**src/rtl/quad_level_if.sv**
```systemverilog
// Encoder-to-level bus: raw quadrature contacts in, pwm duty level plus event pulses out.
interface quad_level_if #(
  parameter int unsigned WIDTH = 8
);
  logic             enc_a;
  logic             enc_b;
  logic [WIDTH-1:0] level;
  logic             step;
  logic             err;

  modport master (output enc_a, enc_b, input level, step, err);
  modport slave  (input enc_a, enc_b, output level, step, err);
endinterface

```
**src/rtl/quad_level.sv**
```systemverilog
// Quadrature encoder front end: sync + debounce both contacts, decode transitions and
// keep a saturating (or wrapping) duty level for the downstream pwm.
module quad_level #(
  parameter int unsigned WIDTH           = 8,
  parameter int unsigned DEBOUNCE_CYCLES = 16,
  parameter int unsigned STEP            = 1,
  parameter bit          SATURATE        = 1'b1
) (
  input logic        clk,
  input logic        reset,
  quad_level_if.slave bus
);

  localparam int unsigned       CntW     = $clog2(DEBOUNCE_CYCLES);
  localparam logic [CntW-1:0]   CntMax   = CntW'(DEBOUNCE_CYCLES - 1);
  localparam logic [WIDTH:0]    StepExt  = (WIDTH + 1)'(STEP);
  localparam logic [WIDTH-1:0]  LevelMax = '1;

  typedef enum logic [0:0] {StInit, StRun} state_e;

  state_e                     state_q, state_d;
  logic [1:0]                 init_cnt_q, init_cnt_d;
  // Channel vectors are packed {a, b} so they read directly as the quadrature phase.
  logic [1:0]                 sync1_q, sync2_q;
  logic [1:0]                 deb_q, deb_d;
  logic [1:0]                 prev_q, prev_d;
  logic [1:0][CntW-1:0]       cnt_q, cnt_d;
  logic [WIDTH-1:0]           level_q, level_d;
  logic                       step_q, step_d;
  logic                       err_q, err_d;
  logic [WIDTH:0]             up_sum, dn_diff;

  always_comb begin
    state_d    = state_q;
    init_cnt_d = init_cnt_q;
    deb_d      = deb_q;
    prev_d     = prev_q;
    cnt_d      = cnt_q;
    level_d    = level_q;
    step_d     = 1'b0;
    err_d      = 1'b0;
    up_sum     = {1'b0, level_q} + StepExt;
    dn_diff    = {1'b0, level_q} - StepExt;

    unique case (state_q)
      StInit: begin
        // Adopt whatever the encoder rests at so release from reset is silent.
        deb_d      = sync2_q;
        prev_d     = sync2_q;
        cnt_d      = '0;
        init_cnt_d = init_cnt_q + 2'd1;
        if (init_cnt_q == 2'd2) begin
          state_d    = StRun;
          init_cnt_d = '0;
        end
      end
      StRun: begin
        for (int ch = 0; ch < 2; ch++) begin
          if (sync2_q[ch] == deb_q[ch]) begin
            cnt_d[ch] = '0;
          end else if (cnt_q[ch] == CntMax) begin
            deb_d[ch] = sync2_q[ch];
            cnt_d[ch] = '0;
          end else begin
            cnt_d[ch] = cnt_q[ch] + CntW'(1);
          end
        end

        prev_d = deb_q;
        case ({prev_q, deb_q})
          4'b00_01, 4'b01_11, 4'b11_10, 4'b10_00: begin
            step_d  = 1'b1;
            level_d = (SATURATE && up_sum[WIDTH]) ? LevelMax : up_sum[WIDTH-1:0];
          end
          4'b00_10, 4'b10_11, 4'b11_01, 4'b01_00: begin
            step_d  = 1'b1;
            level_d = (SATURATE && dn_diff[WIDTH]) ? '0 : dn_diff[WIDTH-1:0];
          end
          4'b00_11, 4'b11_00, 4'b01_10, 4'b10_01: err_d = 1'b1;
          default: ;
        endcase
      end
      default: state_d = StInit;
    endcase
  end

  always_ff @(posedge clk) begin
    if (reset) begin
      state_q    <= StInit;
      init_cnt_q <= '0;
      sync1_q    <= '0;
      sync2_q    <= '0;
      deb_q      <= '0;
      prev_q     <= '0;
      cnt_q      <= '0;
      level_q    <= '0;
      step_q     <= 1'b0;
      err_q      <= 1'b0;
    end else begin
      state_q    <= state_d;
      init_cnt_q <= init_cnt_d;
      sync1_q    <= {bus.enc_a, bus.enc_b};
      sync2_q    <= sync1_q;
      deb_q      <= deb_d;
      prev_q     <= prev_d;
      cnt_q      <= cnt_d;
      level_q    <= level_d;
      step_q     <= step_d;
      err_q      <= err_d;
    end
  end

  assign bus.level = level_q;
  assign bus.step  = step_q;
  assign bus.err   = err_q;

endmodule

```
**src/flat_wrapper.sv**
```systemverilog
// flat-port wrapper written by rule: the top's interface ports become plain ports
module quad_level_flat 
#(
  parameter int unsigned WIDTH           = 8,
  parameter int unsigned DEBOUNCE_CYCLES = 16,
  parameter int unsigned STEP            = 1,
  parameter bit          SATURATE        = 1'b1
)
  (clk, reset, bus_enc_a, bus_enc_b, bus_level, bus_step, bus_err);
  quad_level_if #(.WIDTH(WIDTH)) bus_i ();
  input logic clk;
  input logic reset;
  input wire logic [$bits(bus_i.enc_a)-1:0] bus_enc_a;
  input wire logic [$bits(bus_i.enc_b)-1:0] bus_enc_b;
  output wire logic [$bits(bus_i.level)-1:0] bus_level;
  output wire logic [$bits(bus_i.step)-1:0] bus_step;
  output wire logic [$bits(bus_i.err)-1:0] bus_err;
  assign bus_i.enc_a = bus_enc_a;
  assign bus_i.enc_b = bus_enc_b;
  assign bus_level = bus_i.level;
  assign bus_step = bus_i.step;
  assign bus_err = bus_i.err;
  quad_level #(.WIDTH(WIDTH), .DEBOUNCE_CYCLES(DEBOUNCE_CYCLES), .STEP(STEP), .SATURATE(SATURATE)) u_core (.clk(clk), .reset(reset), .bus(bus_i));
endmodule
```
**config.mk**
```make
export PLATFORM = sky130hd
export DESIGN_NAME = quad_level_flat
export DESIGN_NICKNAME = d
export VERILOG_FILES = /design/src/rtl/quad_level_if.sv /design/src/rtl/quad_level.sv /design/src/flat_wrapper.sv
export SDC_FILE = /design/constraint.sdc
export NUM_CORES = 1
export LEC_CHECK = 0
export CORE_ASPECT_RATIO = 1.25
export CORE_MARGIN = 2
export CORE_UTILIZATION = 50
export CTS_CLUSTER_DIAMETER = 50
export CTS_CLUSTER_SIZE = 40
export DETAILED_ROUTE_END_ITERATION = 8
export GPL_TIMING_DRIVEN = 1
export PLACE_DENSITY = 0.74
export SYNTH_ARGS = -nofsm -noshare
export SYNTH_HDL_FRONTEND = slang
export SYNTH_SLANG_ARGS = --single-unit
```
**constraint.sdc**
```tcl
create_clock -name clk -period 1.9 [get_ports clk]
set_input_delay 0.38 -clock clk [delete_from_list [all_inputs] [get_ports clk]]
set_output_delay 0.38 -clock clk [all_outputs]
set_load 0.01 [all_outputs]
```
* Yosys cells after proc, flatten, opt, wreduce, memory -nomap -nowiden
Index checks and enable logic that the tools add are counted.
** Word-level totals
- Output and inout bits :: 10
- Register bits :: 29
** Operators by class
- Equal/unequal tests :: 21
- Bitwise logic cells :: 1
- Multiplexer cells :: 19
- Add/subtract/negate cells :: 5
- Reduce and logical (&&, ||, !) cells :: 9
** Operators by type and width (number)
- 4-bit == test, second input constant :: 8
- 8-bit case mux with 2 select lines :: 2
- 4-bit two-way mux :: 4
- 8-bit two-way mux :: 2
- 4-bit by 3-bit == test with 1-bit output, second input constant :: 3
- 4-bit OR reduction :: 3
- 8-bit by 1-bit adder with 9-bit output, second input constant :: 1
- 8-bit by 1-bit subtractor with 9-bit output, second input constant :: 1
- 4-bit by 1-bit adder with 4-bit output, second input constant :: 2
- 4-bit by 2-bit == test with 1-bit output, second input constant :: 2
- 1-bit two-way mux :: 8
- 2-bit inequality test, second input constant :: 4
- 2-bit case mux with 2 select lines :: 2
- 8-bit OR reduction :: 1
- 2-bit AND reduction :: 3
- 4-bit by 1-bit == test with 1-bit output, second input constant :: 1
- 2-bit by 1-bit adder with 2-bit output, second input constant :: 1
- 1-bit == test :: 2
- 2-bit == test, second input constant :: 1
- 2-bit two-way mux :: 1
- 2-bit nonzero test :: 1
- 2-bit OR reduction :: 1
- 1-bit inverter :: 1

* Logic depth before layout (Yosys ltp)
- Word-level depth :: 4
- Gate-level depth with buffers :: 7
- Gate-level depth less buffers :: 7

* Worst setup path before layout
Ideal clock, no wire load.
- Path kind :: reg2reg
- Start :: register u_core.level_q[0], in the netlist u_core.bus.level[0]
- End :: register u_core.level_q[3], in the netlist u_core.bus.level[3]
- Library setup time :: 0.136 ns
- Stages on the path, launching flop included :: 8
- Slack :: 0.037 ns
- Clock period less this slack :: 1.863 ns
- Data arrival time :: 1.727 ns
- Cell sequence :: dfxtp_1 -> inv_1 -> ha_1 -> or3b_1 -> nor4b_4 -> nor4_1 -> o22ai_1 -> a211oi_1
** Between the ends
- Word-level cells in the longest chain between the ends :: 3
- Elaborated cells on any way between the ends :: 5
- Classes of those cells :: add/sub (2); mux (3)
** RTL lines
- start: declaration :: RTL line quad_level.sv:28 : logic [WIDTH-1:0] level_q, level_d;
- start signal: assignment :: RTL line quad_level.sv:107 : level_q <= level_d;
- 8-bit by 1-bit subtractor with 9-bit output or 8-bit by 1-bit adder with 9-bit output (tied branches) :: RTL line quad_level.sv:43, quad_level.sv:42
- 8-bit two-way mux, on equally long branches :: RTL line quad_level.sv:77, quad_level.sv:73
- 8-bit case mux with 2 select lines * :: RTL line quad_level.sv:70 : case ({prev_q, deb_q})
Mark *: on every way between the ends. The rest lies on a longest branch, timed or not.
A chain may end at the register's enable or synchronous reset.

* Worst setup path after layout
- Start :: register u_core.level_q[2], in the netlist u_core.bus.level[2]
- End :: output bus_level[2]
** RTL lines
- end: declaration :: RTL line flat_wrapper.sv:15 : output wire logic [$bits(bus_i.level)-1:0] bus_level;
No word-level cell between the ends.

==> metrics.yaml <==
outcome:
  status: "finished clean"
global_route:
  antenna_found_initial: 0
  grt-ovfl-total: 0
  met1_usage_pct: 25.04
  grt_use_met3_pct: 5.760
  busiest_layer: "met2"
  grt_util_all_layers_pct: 22.39
  first_global_vias: 1271
  grt_util_met2_pct: 37.19
  grt_max_degree: 21
  grt_pass1_wl_mm: 5.575
setup_path:
  rr_worst_depth: 8
  timing.rr.end: "u_core.bus.level[3]"
  end_kind: "output port"
  critical_path.max_fanout: 10
  cp-startpoint: "u_core.bus.level[2]"
  arrival_ns: 1.47
  startpoint_type: "register"
  worst_ep_required_time_ns: 1.52
  worstSetupPathType: "reg2out"
  r2r_slack_ns: 0.07
  worstReg2RegStart: "u_core.bus.level[0]"
hold_path:
  hp-class: "reg2reg"
  hp-start: "u_core.sync1_q[0]"
  holdPathEnd: "u_core.sync2_q[0]"
  whs_path_depth: 1
route:
  antenna_left: 0
  drc: 0
  wl_per_cell_um: 14.52
  post_drt_via_cell_ratio: 5.805
  drt_first_pass_iters: 4
  wirelength_mm: 3.426
  drtIter0Drc: 50
  vias: 1370
clocking:
  clk_pin_slew_worst_paths_ns: 0.10
  clockBufferDepth: 2
  numCtsBuffers: 5
  clock_latency_ns: 0.34
  clock-sinks: 29
  htree_levels: 2
  cts-root-buf: "clkbuf_4"
  cts_tree: "done"
  cts_hold_buf: 0
power_and_ir_drop:
  switching_share_pct: 27.11
  clock_power_share_pct: 30.5
  vdd_drop_max_mv: 0.5286
  seq_power_share_pct: 55.1
  leakage_nw: 0.7076
  p_switching_mw: 0.3181
  powerDensity_nw_per_um2: 660.4
  combinationalPowerShare_pct: 14.4
  p_int_mw: 0.8552
synth:
  ys_ff_latch: 29
  synthArstFlopShare_pct: 0
  ys_warn_count: 0
  syn_inst: 175
  yosys_most_used_dff: "dfxtp_1"
  yosys.area.top_type: "dfxtp_1"
  synth_nets: 183
  synth_edf_count: 0
  synth_area_um2: 1483
  ys_top_cells_by_area: "dfxtp_1, nor2_1, xor2_1, ha_1, nand3_1"
  yosys.cell_types.count: 44
  syn_avg_cell_area_um2: 8.472
  seq_area_frac_synth_pct: 39.16
  synth_top_area_share_pct: 39.16
  synth.most_common_cell: "dfxtp_1"
  netlist_top_cells_count: "dfxtp_1, nor2_1, nand2_1"
die:
  pin_count: 14
  start_util_pct: 51.30
  die_area_um2: 3420
  rows: 22
  die_w_um: 52.71
  fp.coreArea_um2: 2890
  die_y_um: 64.89
finish:
  fin_area_um2: 1777
  fin_cells: 236
  layout-drive-gt1-share_pct: 18.00
  syn_to_final_growth_pct: 19.83
  nets: 207
  fill_cells: 263
  diodes: 0
  fin_util_pct: 61.47
sta:
  fmax_ghz: 0.5405
  finClkSkew_ns: 0.01801
  finalSetupViolCount: 0
  maxSlewHeadroom_pct: 62.90
  fin_crit_sh_pct: 97.37
  finalHoldViolations: 0
  setup_tns_ns: 0
  worst_slack_ns: 0.05002
  worst_pin_slew_ns: 0.5545
  min_period_ns: 1.850
  slew_viol_final: 0
placement:
  place_area_um2: 1688
  dp_hpwl_mm: 2.383
  pre_cts_slack_ns: -0.006005
  port_buffers: 13
  finalWeightedCongestion: 0.9350
  dp_cells: 225
run:
  maxCapViolCount: 0
[cell type report]
class	count	area (µm²)	area share, %
multi-input combinational	130	837.1	47.11
sequential	29	588.1	33.10
timing repair buffer	27	235.2	13.24
clock buffer	8	48.80	2.746
tap	36	45.04	2.535
inverter	6	22.52	1.268
[cell families after synthesis]
family	count (synthesis)	share of synthesized area [%]
buf+inv	16	5.062
simple gates	78	28.61
xor+xnor	11	6.498
fa+ha+maj	4	3.376
flops	29	39.16
compound gates	33	14.52
mux	4	2.785
[timing repair]
action,CTS,global route
setup buffers,2,1
resized for setup,2,9
pin swaps,1,2
gates cloned,0,0
endpoints found under the hold margin,0,0
endpoints found under the setup margin,5,7
[state kept, by name, summed over array words and instances, names as in the netlist]
register and cells:
u_core.deb_q 2, u_core.state_q 1, u_core.bus.step 1, u_core.sync2_q 2, u_core.bus.err 1, u_core.cnt_q 8, u_core.prev_q 2, u_core.bus.level 8
u_core.sync1_q 2, u_core.init_cnt_q 2
[worst max-delay path by stage]
stage / endpoint / slack (ns) / depth (start not counted)
after floorplan: u_core.bus.level[3] / 0.04 / 7
after global placement: u_core.bus.level[3] / 0.07 / 7
after detailed placement: u_core.bus.level[3] / -0.006 / 7
after CTS: u_core.bus.level[3] / 0.009 / 8
after global routing: u_core.bus.level[3] / -0.006 / 8
final: bus_level[2] / 0.05 / 2
[placed cells by master (no fill, tap or decap), drive strengths merged, types with 2 or more instances in the layout]
master         count
clkbuf             8
nand2             14
mux2i              3
clkdlybuf4s50     13
a31oi              3
dfxtp             29
ha                 4
or2                2
nor2              23
xor2               9
nand3             10
nor2b              5
a221oi             2
o21ai              8
nor4               2
buf               14
inv                6
xnor2              2
nand4              2
nor4b              2
nor3               8
and3               4
a211oi             3
a21oi              9
[layer usage]
metal	vias up	share of wire [%]
li1	670	-
met1	629	41
met3	18	5.5
met4	0	3.4
met2	53	50
met5	-	0
[through the flow]
step,power [mW],hold slack [ns]
finish,1.173,0.4505
global route,1.221,0.4702
CTS,1.173,0.4559
detailed placement,0.8127,0.4324
global placement,0.8050,0.4233
floorplan,0.7656,0.4138
[worst max-delay path: stages, from the launching register on]
cell,delay (ns)
dfxtp_1,0.39
buf_4,0.19
clkdlybuf4s50_1,0.55
[power groups by stage]
stage,combinational (mW),clock (mW),sequential [mW]
2_1_floorplan,0.109,0,0.657
3_3_place_gp,0.147,0,0.658
3_5_place_dp,0.153,0,0.660
4_1_cts,0.164,0.363,0.646
5_1_grt,0.186,0.387,0.648
6_report,0.169,0.358,0.646
No activity file was read; power rests on OpenSTA's default activity.
